**config.mk**
```make
export PLATFORM = sky130hd
export DESIGN_NAME = countdown_timer_ctrl_flat
export DESIGN_NICKNAME = d
export VERILOG_FILES = /design/src/rtl/countdown_timer_ctrl_if.sv /design/src/rtl/countdown_timer_ctrl.sv /design/src/flat_wrapper.sv
export SDC_FILE = /design/constraint.sdc
export NUM_CORES = 1
export LEC_CHECK = 0
export BUFFER_PORTS_ARGS = -buffer_cell sky130_fd_sc_hd__buf_2
export CAP_MARGIN = 20
export CORE_ASPECT_RATIO = 0.6
export CORE_MARGIN = 1.5
export CORE_UTILIZATION = 60
export CTS_CLUSTER_SIZE = 8
export DETAILED_ROUTE_END_ITERATION = 8
export HOLD_SLACK_MARGIN = 0.1
export PLACE_DENSITY_LB_ADDON = 0.2
export RECOVER_POWER = 100
export SLEW_MARGIN = 20
export SYNTH_ARGS = -nofsm -noshare
export SYNTH_HDL_FRONTEND = slang
export SYNTH_SLANG_ARGS = --single-unit
```
**constraint.sdc**
```tcl
create_clock -name clk -period 4.6 [get_ports clk]
set_input_delay 0.46 -clock clk [delete_from_list [all_inputs] [get_ports clk]]
set_output_delay 0.46 -clock clk [all_outputs]
set_load 0.02 [all_outputs]
```
**src/rtl/countdown_timer_ctrl_if.sv**
```systemverilog
// Handshake bundle between the button/preset logic, the BCD counter cascade and
// the countdown sequencer.
interface countdown_timer_ctrl_if;
    logic        start_stop;
    logic        clear;
    logic [15:0] preset;
    logic [15:0] cnt_value;
    logic [15:0] init_value;
    logic        load_n;
    logic        decrease;
    logic        stop_condition;
    logic        alarm;
    logic [1:0]  state;

    modport master (
        output start_stop, clear, preset, cnt_value,
        input  init_value, load_n, decrease, stop_condition, alarm, state
    );

    modport slave (
        input  start_stop, clear, preset, cnt_value,
        output init_value, load_n, decrease, stop_condition, alarm, state
    );
endinterface

```
**src/rtl/countdown_timer_ctrl.sv**
```systemverilog
// Start/pause/clear sequencer for a BCD MM:SS countdown cascade.
// Define AUTO_CLEAR_EN to let DONE fall back to IDLE after ALARM_TICKS ticks.
module countdown_timer_ctrl #(
    parameter int unsigned TICK_DIV       = 100000000,
    parameter logic [15:0] DEFAULT_PRESET = 16'h0100,
    parameter int unsigned ALARM_TICKS    = 10
) (
    input logic                   clk,
    input logic                   rst_n,
    countdown_timer_ctrl_if.slave bus
);
    localparam int unsigned   PW         = $clog2(TICK_DIV);
    localparam logic [PW-1:0] PRESC_LAST = PW'(TICK_DIV - 1);

    typedef enum logic [1:0] {
        IDLE  = 2'd0,
        RUN   = 2'd1,
        PAUSE = 2'd2,
        DONE  = 2'd3
    } state_t;

    function automatic logic [3:0] clamp_digit(input logic [3:0] d, input logic [3:0] limit);
        return (d > limit) ? limit : d;
    endfunction

    function automatic logic [15:0] sanitise(input logic [15:0] v);
        return {clamp_digit(v[15:12], 4'd9), clamp_digit(v[11:8], 4'd9),
                clamp_digit(v[7:4], 4'd5), clamp_digit(v[3:0], 4'd9)};
    endfunction

    state_t        state_q, state_d;
    logic [PW-1:0] presc_q, presc_d;
    logic [15:0]   init_q, init_d, preset_s;
    logic          wr_en, dec_q, dec_d, reload_p1, load_n_q, alarm_q, stop_q;
    logic          tick_due, cnt_zero;

`ifdef AUTO_CLEAR_EN
    localparam int unsigned   AW         = $clog2(ALARM_TICKS + 1);
    localparam logic [AW-1:0] ALARM_LAST = AW'(ALARM_TICKS - 1);
    logic [AW-1:0] alarm_cnt_q, alarm_cnt_d;
`else
    // ALARM_TICKS only matters when auto-clear is built in.
    logic unused_alarm_ticks;
    assign unused_alarm_ticks = (ALARM_TICKS != 0);
`endif

    assign preset_s = sanitise(bus.preset);
    assign tick_due = (presc_q == PRESC_LAST);
    assign cnt_zero = (bus.cnt_value == 16'h0000);

    always_comb begin
        state_d = state_q;
        presc_d = presc_q;
        dec_d   = 1'b0;
        wr_en   = 1'b0;
        init_d  = init_q;
`ifdef AUTO_CLEAR_EN
        alarm_cnt_d = alarm_cnt_q;
`endif
        case (state_q)
            IDLE: begin
                init_d = preset_s;
                wr_en  = bus.clear || (preset_s != init_q);
                if (bus.start_stop && !bus.clear && (init_q != 16'h0000)) begin
                    state_d = RUN;
                    presc_d = '0;
                end
            end
            RUN: begin
                if (bus.clear) begin
                    state_d = IDLE;
                    wr_en   = 1'b1;
                end else if (bus.start_stop) begin
                    // Prescaler holds, so a tick due now is issued right after resume.
                    state_d = PAUSE;
                end else if (cnt_zero && !dec_q) begin
                    state_d = DONE;
`ifdef AUTO_CLEAR_EN
                    presc_d     = '0;
                    alarm_cnt_d = '0;
`endif
                end else begin
                    presc_d = tick_due ? '0 : presc_q + 1'b1;
                    dec_d   = tick_due && !cnt_zero;
                end
            end
            PAUSE: begin
                if (bus.clear) begin
                    state_d = IDLE;
                    wr_en   = 1'b1;
                end else if (bus.start_stop) begin
                    state_d = RUN;
                end
            end
            DONE: begin
                if (bus.clear || bus.start_stop) begin
                    state_d = IDLE;
                    wr_en   = 1'b1;
                end
`ifdef AUTO_CLEAR_EN
                else begin
                    presc_d = tick_due ? '0 : presc_q + 1'b1;
                    if (tick_due) begin
                        if (alarm_cnt_q == ALARM_LAST) begin
                            state_d = IDLE;
                            wr_en   = 1'b1;
                        end else begin
                            alarm_cnt_d = alarm_cnt_q + 1'b1;
                        end
                    end
                end
`endif
            end
            default: state_d = IDLE;
        endcase
    end

    always_ff @(posedge clk or negedge rst_n) begin
        if (!rst_n) state_q <= IDLE;
        else        state_q <= state_d;
    end

    // Outputs are registered from next-state so they line up with state.
    always_ff @(posedge clk or negedge rst_n) begin
        if (!rst_n) begin
            presc_q   <= '0;
            dec_q     <= 1'b0;
            init_q    <= sanitise(DEFAULT_PRESET);
            reload_p1 <= 1'b0;
            load_n_q  <= 1'b1;
            alarm_q   <= 1'b0;
            stop_q    <= 1'b1;
        end else begin
            presc_q   <= presc_d;
            dec_q     <= dec_d;
            if (wr_en) init_q <= init_d;
            reload_p1 <= wr_en;
            load_n_q  <= !reload_p1;
            alarm_q   <= (state_d == DONE);
            stop_q    <= (state_d != RUN);
        end
    end

`ifdef AUTO_CLEAR_EN
    always_ff @(posedge clk or negedge rst_n) begin
        if (!rst_n) alarm_cnt_q <= '0;
        else        alarm_cnt_q <= alarm_cnt_d;
    end
`endif

    assign bus.init_value     = init_q;
    assign bus.load_n         = load_n_q;
    assign bus.decrease       = dec_q;
    assign bus.stop_condition = stop_q;
    assign bus.alarm          = alarm_q;
    assign bus.state          = state_q;
endmodule
```
**src/flat_wrapper.sv**
```systemverilog
// flat-port wrapper written by rule: the top's interface ports become plain ports
module countdown_timer_ctrl_flat 
#(
    parameter int unsigned TICK_DIV       = 100000000,
    parameter logic [15:0] DEFAULT_PRESET = 16'h0100,
    parameter int unsigned ALARM_TICKS    = 10
)
  (clk, rst_n, bus_start_stop, bus_clear, bus_preset, bus_cnt_value, bus_init_value, bus_load_n, bus_decrease, bus_stop_condition, bus_alarm, bus_state);
  countdown_timer_ctrl_if bus_i ();
  input logic clk;
  input logic rst_n;
  input wire logic [$bits(bus_i.start_stop)-1:0] bus_start_stop;
  input wire logic [$bits(bus_i.clear)-1:0] bus_clear;
  input wire logic [$bits(bus_i.preset)-1:0] bus_preset;
  input wire logic [$bits(bus_i.cnt_value)-1:0] bus_cnt_value;
  output wire logic [$bits(bus_i.init_value)-1:0] bus_init_value;
  output wire logic [$bits(bus_i.load_n)-1:0] bus_load_n;
  output wire logic [$bits(bus_i.decrease)-1:0] bus_decrease;
  output wire logic [$bits(bus_i.stop_condition)-1:0] bus_stop_condition;
  output wire logic [$bits(bus_i.alarm)-1:0] bus_alarm;
  output wire logic [$bits(bus_i.state)-1:0] bus_state;
  assign bus_i.start_stop = bus_start_stop;
  assign bus_i.clear = bus_clear;
  assign bus_i.preset = bus_preset;
  assign bus_i.cnt_value = bus_cnt_value;
  assign bus_init_value = bus_i.init_value;
  assign bus_load_n = bus_i.load_n;
  assign bus_decrease = bus_i.decrease;
  assign bus_stop_condition = bus_i.stop_condition;
  assign bus_alarm = bus_i.alarm;
  assign bus_state = bus_i.state;
  countdown_timer_ctrl #(.TICK_DIV(TICK_DIV), .DEFAULT_PRESET(DEFAULT_PRESET), .ALARM_TICKS(ALARM_TICKS)) u_core (.clk(clk), .rst_n(rst_n), .bus(bus_i));
endmodule
```
=== Word level (Yosys, flattened, before mapping) ===
Cells that the tools add are included.

* Register bits after elaboration: 50
* Memories kept: 0
* Bits in latches: 0
* RAM bits: 0
* Bits of input ports: 36
* Output and inout port bits: 22
* Word-level logic and storage cells: 66
* ROM bits: 0

* Div/mod/pow operators: 0
* Multiplexer cells: 25
* $mul: 0
* Equality and inequality tests: 11
* Reduce and logical (&&, ||, !) cells: 17
* Bitwise operators: 0
* Add/sub/neg operators: 1
* Shift operators: 0
* $lt $le $gt $ge: 4

{| class="wikitable"
|+ Operators with widths
! cell !! count
|-
| $mux W27 || 5
|-
| $pmux W27 S2 || 1
|-
| $add A27 B1 Y27 const B || 1
|-
| $eq A27 B27 Y1 const B || 1
|-
| $logic_not A16 Y1 || 1
|-
| $mux W4 || 4
|-
| $ne A16 B16 Y1 || 1
|-
| $reduce_bool A16 Y1 || 1
|-
| $mux W2 || 7
|-
| $gt A4 B4 Y1 const B || 3
|-
| $pmux W2 S4 || 1
|-
| $eq A2 B2 Y1 const B || 3
|-
| $mux W1 || 6
|-
| $ne A2 B2 Y1 const B || 3
|-
| $reduce_and A5 Y1 || 1
|-
| $gt A4 B3 Y1 const B || 1
|-
| $logic_and A1 B1 Y1 || 4
|-
| $logic_not A1 Y1 || 4
|-
| $ne A2 B1 Y1 const B || 2
|-
| $pmux W1 S3 || 1
|-
| $eq A2 B1 Y1 const B || 1
|-
| $logic_not A2 Y1 || 1
|-
| $logic_or A1 B1 Y1 || 2
|-
| $reduce_and A2 Y1 || 1
|-
| other kinds (2) || 2
|}

=== Logic depth before layout (Yosys ltp) ===
* Word-level depth: 7
* Depth in mapped cells: 10
* Gate-level depth less buffers: 8

=== Worst setup path before layout ===
OpenSTA, ideal clock, no wires.

* Path type: register -> register
* Start point: register u_core.state_q[1] (netlist: u_core.bus.state[1])
* End point: register u_core.presc_q[17]
* Data required time: 4508 ps
* Path slack: 2173 ps
* Path buffers: 3
* Setup time: 92 ps
* Data arrival time: 2335 ps
* Cell stages (with the launch flop): 10
* Path through: dfrtp_1 inv_1 ha_1 or4_1 o31a_1 buf_6 or2_1 buf_6 buf_6 o31ai_2

* Longest elaborated chain between the ends: 3

{| class="wikitable"
|+ RTL lines
! what !! line !! text
|-
| start, declared || countdown_timer_ctrl.sv:31 || <nowiki>state_t state_q, state_d;</nowiki>
|-
| start signal, assigned || countdown_timer_ctrl.sv:120 || <nowiki>else state_q <= state_d;</nowiki>
|-
| $eq A2 B1 Y1 / $logic_not A2 Y1 (equally long branches) || countdown_timer_ctrl.sv:60 || <nowiki>case (state_q)</nowiki>
|-
| $ne A2 B2 Y1 (no line) (tied with other cells) || - ||
|-
| $reduce_and A5 Y1 (no line) || - ||
|-
| end signal, assigned || countdown_timer_ctrl.sv:134 || <nowiki>presc_q <= presc_d;</nowiki>
|-
| end, declared || countdown_timer_ctrl.sv:32 || <nowiki>logic [PW-1:0] presc_q, presc_d;</nowiki>
|}

Several ways; a longest one is shown, not always the timed one.
A chain may end at the register's enable or synchronous reset.

=== Worst setup path in the final report ===
* Start point: register u_core.state_q[0] (netlist: u_core.bus.state[0])
* End point: register u_core.presc_q[11]

The elaborated chain is that of the path after synthesis.

==> run metrics <==
Antenna diodes 0; fraction of layout instances using a drive strength above 1 between 10% and 20%; die height roughly 58 µm; setup_tns 0 ns; Setup Crit Path Kind reg2reg; post-route minimum period 3.29 ns; footprint of the multi-input gates about 1500 µm²; Post-CTS Setup Bufs 0; Port-buffer cells 57; top post-synthesis cells by area dfrtp_1 (40%), o31ai_2 (7.6%), xnor2_1 (4.1%), o21ai_0 (3.0%), nand3_1 (2.9%); crit path launch type flip-flop; status complete, but fails checks; Synth top cells by count dfrtp_1 (47), nor2_1 (22), o21ai_0 (18), o31ai_2 (18), nand3_1 (17); H-tree lvl count 2; CTS root buffer clkbuf_8; Crit Path Max Fanout 29; TritonCTS clock tree yes; DR vias/cell 6.19; Inst Count DP around 420; maximum vdd drop 0.391 mV; cts bufs inserted 5; Mapped Avg Cell Area between 9 and 10 µm²; PostCTS Resize Cnt 0; flops & latches, synth 50; Core Box Area around 4700 µm²; FF-to-FF End u_core.presc_q[11]$_DFFE_PN0P_; Max-cap violations 1; row count 19; hold endpoint u_core.bus.load_n$_DFF_PN1_; drc violations 0; Main synth FF type dfrtp_1; pwr/cell area ~530 nW/µm²; GR Layer Usage met2 approximately two fifths; Global Route Usage Sum between 20% and 30%; Gate Count Post-Synth roughly 300; Die W 93.9 µm; Max Buffers Root-to-Sink 2; vias in the first global route 2480; GRT busiest layer met1; initial antenna violation count 0; final WL about 7.0 mm; RSZ-0062 raised after global routing no; Syn. warnings 0; R2R depth 9; LEAKAGE approximately 1.4 nW; Final Hold Viols 0; Mapped Area 2970 µm²; M1 GR Usage between 40 and 50%; fin crit share 71.5%; CP required ~4.8 ns; Placer Congestion 0.898; Vias about 2600; Final Max Tran Viols 51; FF-to-FF setup slack ~1.3 ns; Total Nets Final around 400; Filler Cell Count roughly 390; die footprint 5400 µm²; failing checks capacitance limit, slew limit; CP endpoint kind flip-flop; Critical Path AT 3.48 ns; Worst Skew ~0.009 ns; Least-Margin Pin Slew between 2 and 3 ns; largest net degree at the start of global routing between 50 and 60; Synthesized Nets around 350; most common cell in the netlist dfrtp_1; r2r startpoint u_core.bus.state[0]$_DFF_PN0_; Clock Sinks 50; synthesis-to-finish area growth 9.59%; gr ovfl total 0; Layout Cells excl Fill around 430; HP Start u_core.reload_p1$_DFF_PN0_; area occupied by registers 1250 µm²; Clock Pin Slew Worst Setup and Hold Paths about 0.1 ns; cts-stage hold buffer count 0; Async SR Flop Fraction 100%; Post-DRT Antenna Nets 0; Routed WL per cell 16.5 µm; Setup Viol. Count Final 0; Skew-Pair Late Insertion Delay 0.31 ns; number of synthesized flops with an enable pin 0; Post-DP HPWL between 5 and 6 mm; Worst Hold Depth 1; GR Util met3 under 10%; largest area contributor in the netlist dfrtp_1; effective utilization at floorplan 63.8%; first-pass GRT wire length approximately 12 mm; DRT iter0 DRCs 156; worst min path class reg2reg; Initial DRT Pass Iterations 4; Max Freq a little over 0.3 GHz; Slew headroom -78.1%; sequential element share of the synthesized area approximately 42%; Ports a little under 60; post-synth top area share 39.5%; Yosys cell types 45
-- worst max-delay path, stage by stage, from the launching register on --
cell	delay [ns]
dfrtp_1	0.45
inv_1	0.17
ha_1	0.20
inv_1	0.06
or4_1	0.51
o31a_1	0.12
clkbuf_1	0.45
or2_0	0.55
buf_4	0.29
o41ai_1	0.36
-- per-layer routing --
metal / wire length [µm] / share of wire, %
met5: 0 / 0
met2: 3050 / 44
met1: 3400 / 48
met3: 485 / 6.9
met4: 74 / 1.1
-- placed cells by master, fill, tap and decap left out, types with 2 or more instances in the layout --
cell / count
mux2i_1: 5
nor4_1: 12
nand4_1: 7
and3b_1: 2
nand3_1: 17
o21ai_1: 8
inv_1: 14
o31ai_1: 15
nand2b_1: 3
o41ai_1: 6
clkbuf_1: 25
and3_1: 8
dfrtp_1: 47
a211oi_1: 2
o31a_1: 2
o21a_1: 5
buf_2: 36
a21oi_1: 7
o21ai_0: 21
ha_1: 6
o31ai_2: 4
nor2b_1: 11
xnor2_1: 14
nor3_1: 5
dfstp_2: 2
nor4b_1: 2
a31oi_1: 7
clkbuf_8: 5
nand2_1: 15
nor3b_1: 2
mux2_2: 6
buf_4: 2
mux2_1: 4
nor2_1: 22
-- area by class of cell --
type / instances / share of cell area, %
sequential: 50 / 38.5
inverter: 14 / 1.61
tap: 63 / 2.42
timing repair buffer: 62 / 8.75
multi-input combinational: 228 / 46.1
clock buffer: 6 / 2.23
clock inverter: 2 / 0.422
-- cells by family (layout without fill, tap and decap cells) --
group                      Yosys count  in the layout  synth area share [%]
xor gates and xnor gates            15             15                  4.42
buffers and inverters               26             84                  4.54
AOI/OAI and AO/OA                   81             81                  21.0
DFF                                 50             50                  42.2
adders and majority gates            6              6                  2.52
and+or+nand+nor                    111            111                  19.9
muxes                               15             15                  5.47
-- flip-flops by register name, summed over array words and instances, names as in the netlist --
| signal | count |
|---|---|
| u_core.bus.load_n | 1 |
| u_core.bus.stop_condition | 1 |
| u_core.reload_p1 | 1 |
| u_core.bus.alarm | 1 |
| u_core.bus.state | 2 |
| u_core.bus.init_value | 16 |
| u_core.bus.decrease | 1 |
| u_core.presc_q | 27 |
-- where the power goes --
part	switching [W]	total, W	internal, W
clock	0.000152	0.000260	0.000108
sequential	0.000154	0.000726	0.000572
combinational	0.000438	0.000728	0.000290
-- through the flow --
| stage | util, % | hold WS, ns | cell area (µm²) | total power [W] | setup WS, ns |
|---|---|---|---|---|---|
| 4_1_cts | 72.5 | 0.266 | 3380 | 0.00176 | 1.76 |
| 6_report | 70.0 | 0.369 | 3260 | 0.00171 | 1.31 |
| 3_5_place_dp | 70.7 | 0.361 | 3290 | 0.00150 | 1.79 |
| 2_1_floorplan | - | 0.164 | 2970 | 0.00127 | 2.17 |
| 5_1_grt | 70.0 | 0.378 | 3260 | 0.00183 | 1.09 |
| 3_3_place_gp | 70.7 | 0.339 | 3290 | 0.00146 | 1.87 |
-- how the worst max path moves through the flow --
stage	end	from	slack [ns]	cells after the start
3_5_place_dp	u_core.presc_q[18]$_DFFE_PN0P_	u_core.bus.state[1]$_DFF_PN0_	1.79	8
4_1_cts	u_core.presc_q[18]$_DFFE_PN0P_	u_core.bus.state[0]$_DFF_PN0_	1.76	9
5_1_grt	u_core.presc_q[20]$_DFFE_PN0P_	u_core.bus.state[0]$_DFF_PN0_	1.09	9
3_3_place_gp	u_core.presc_q[18]$_DFFE_PN0P_	u_core.bus.state[1]$_DFF_PN0_	1.87	8
2_1_floorplan	u_core.presc_q[17]$_DFFE_PN0P_	u_core.bus.state[1]$_DFF_PN0_	2.17	9
6_report	u_core.presc_q[11]$_DFFE_PN0P_	u_core.bus.state[0]$_DFF_PN0_	1.31	9
Note: power is estimated with default switching activity, not from simulation.
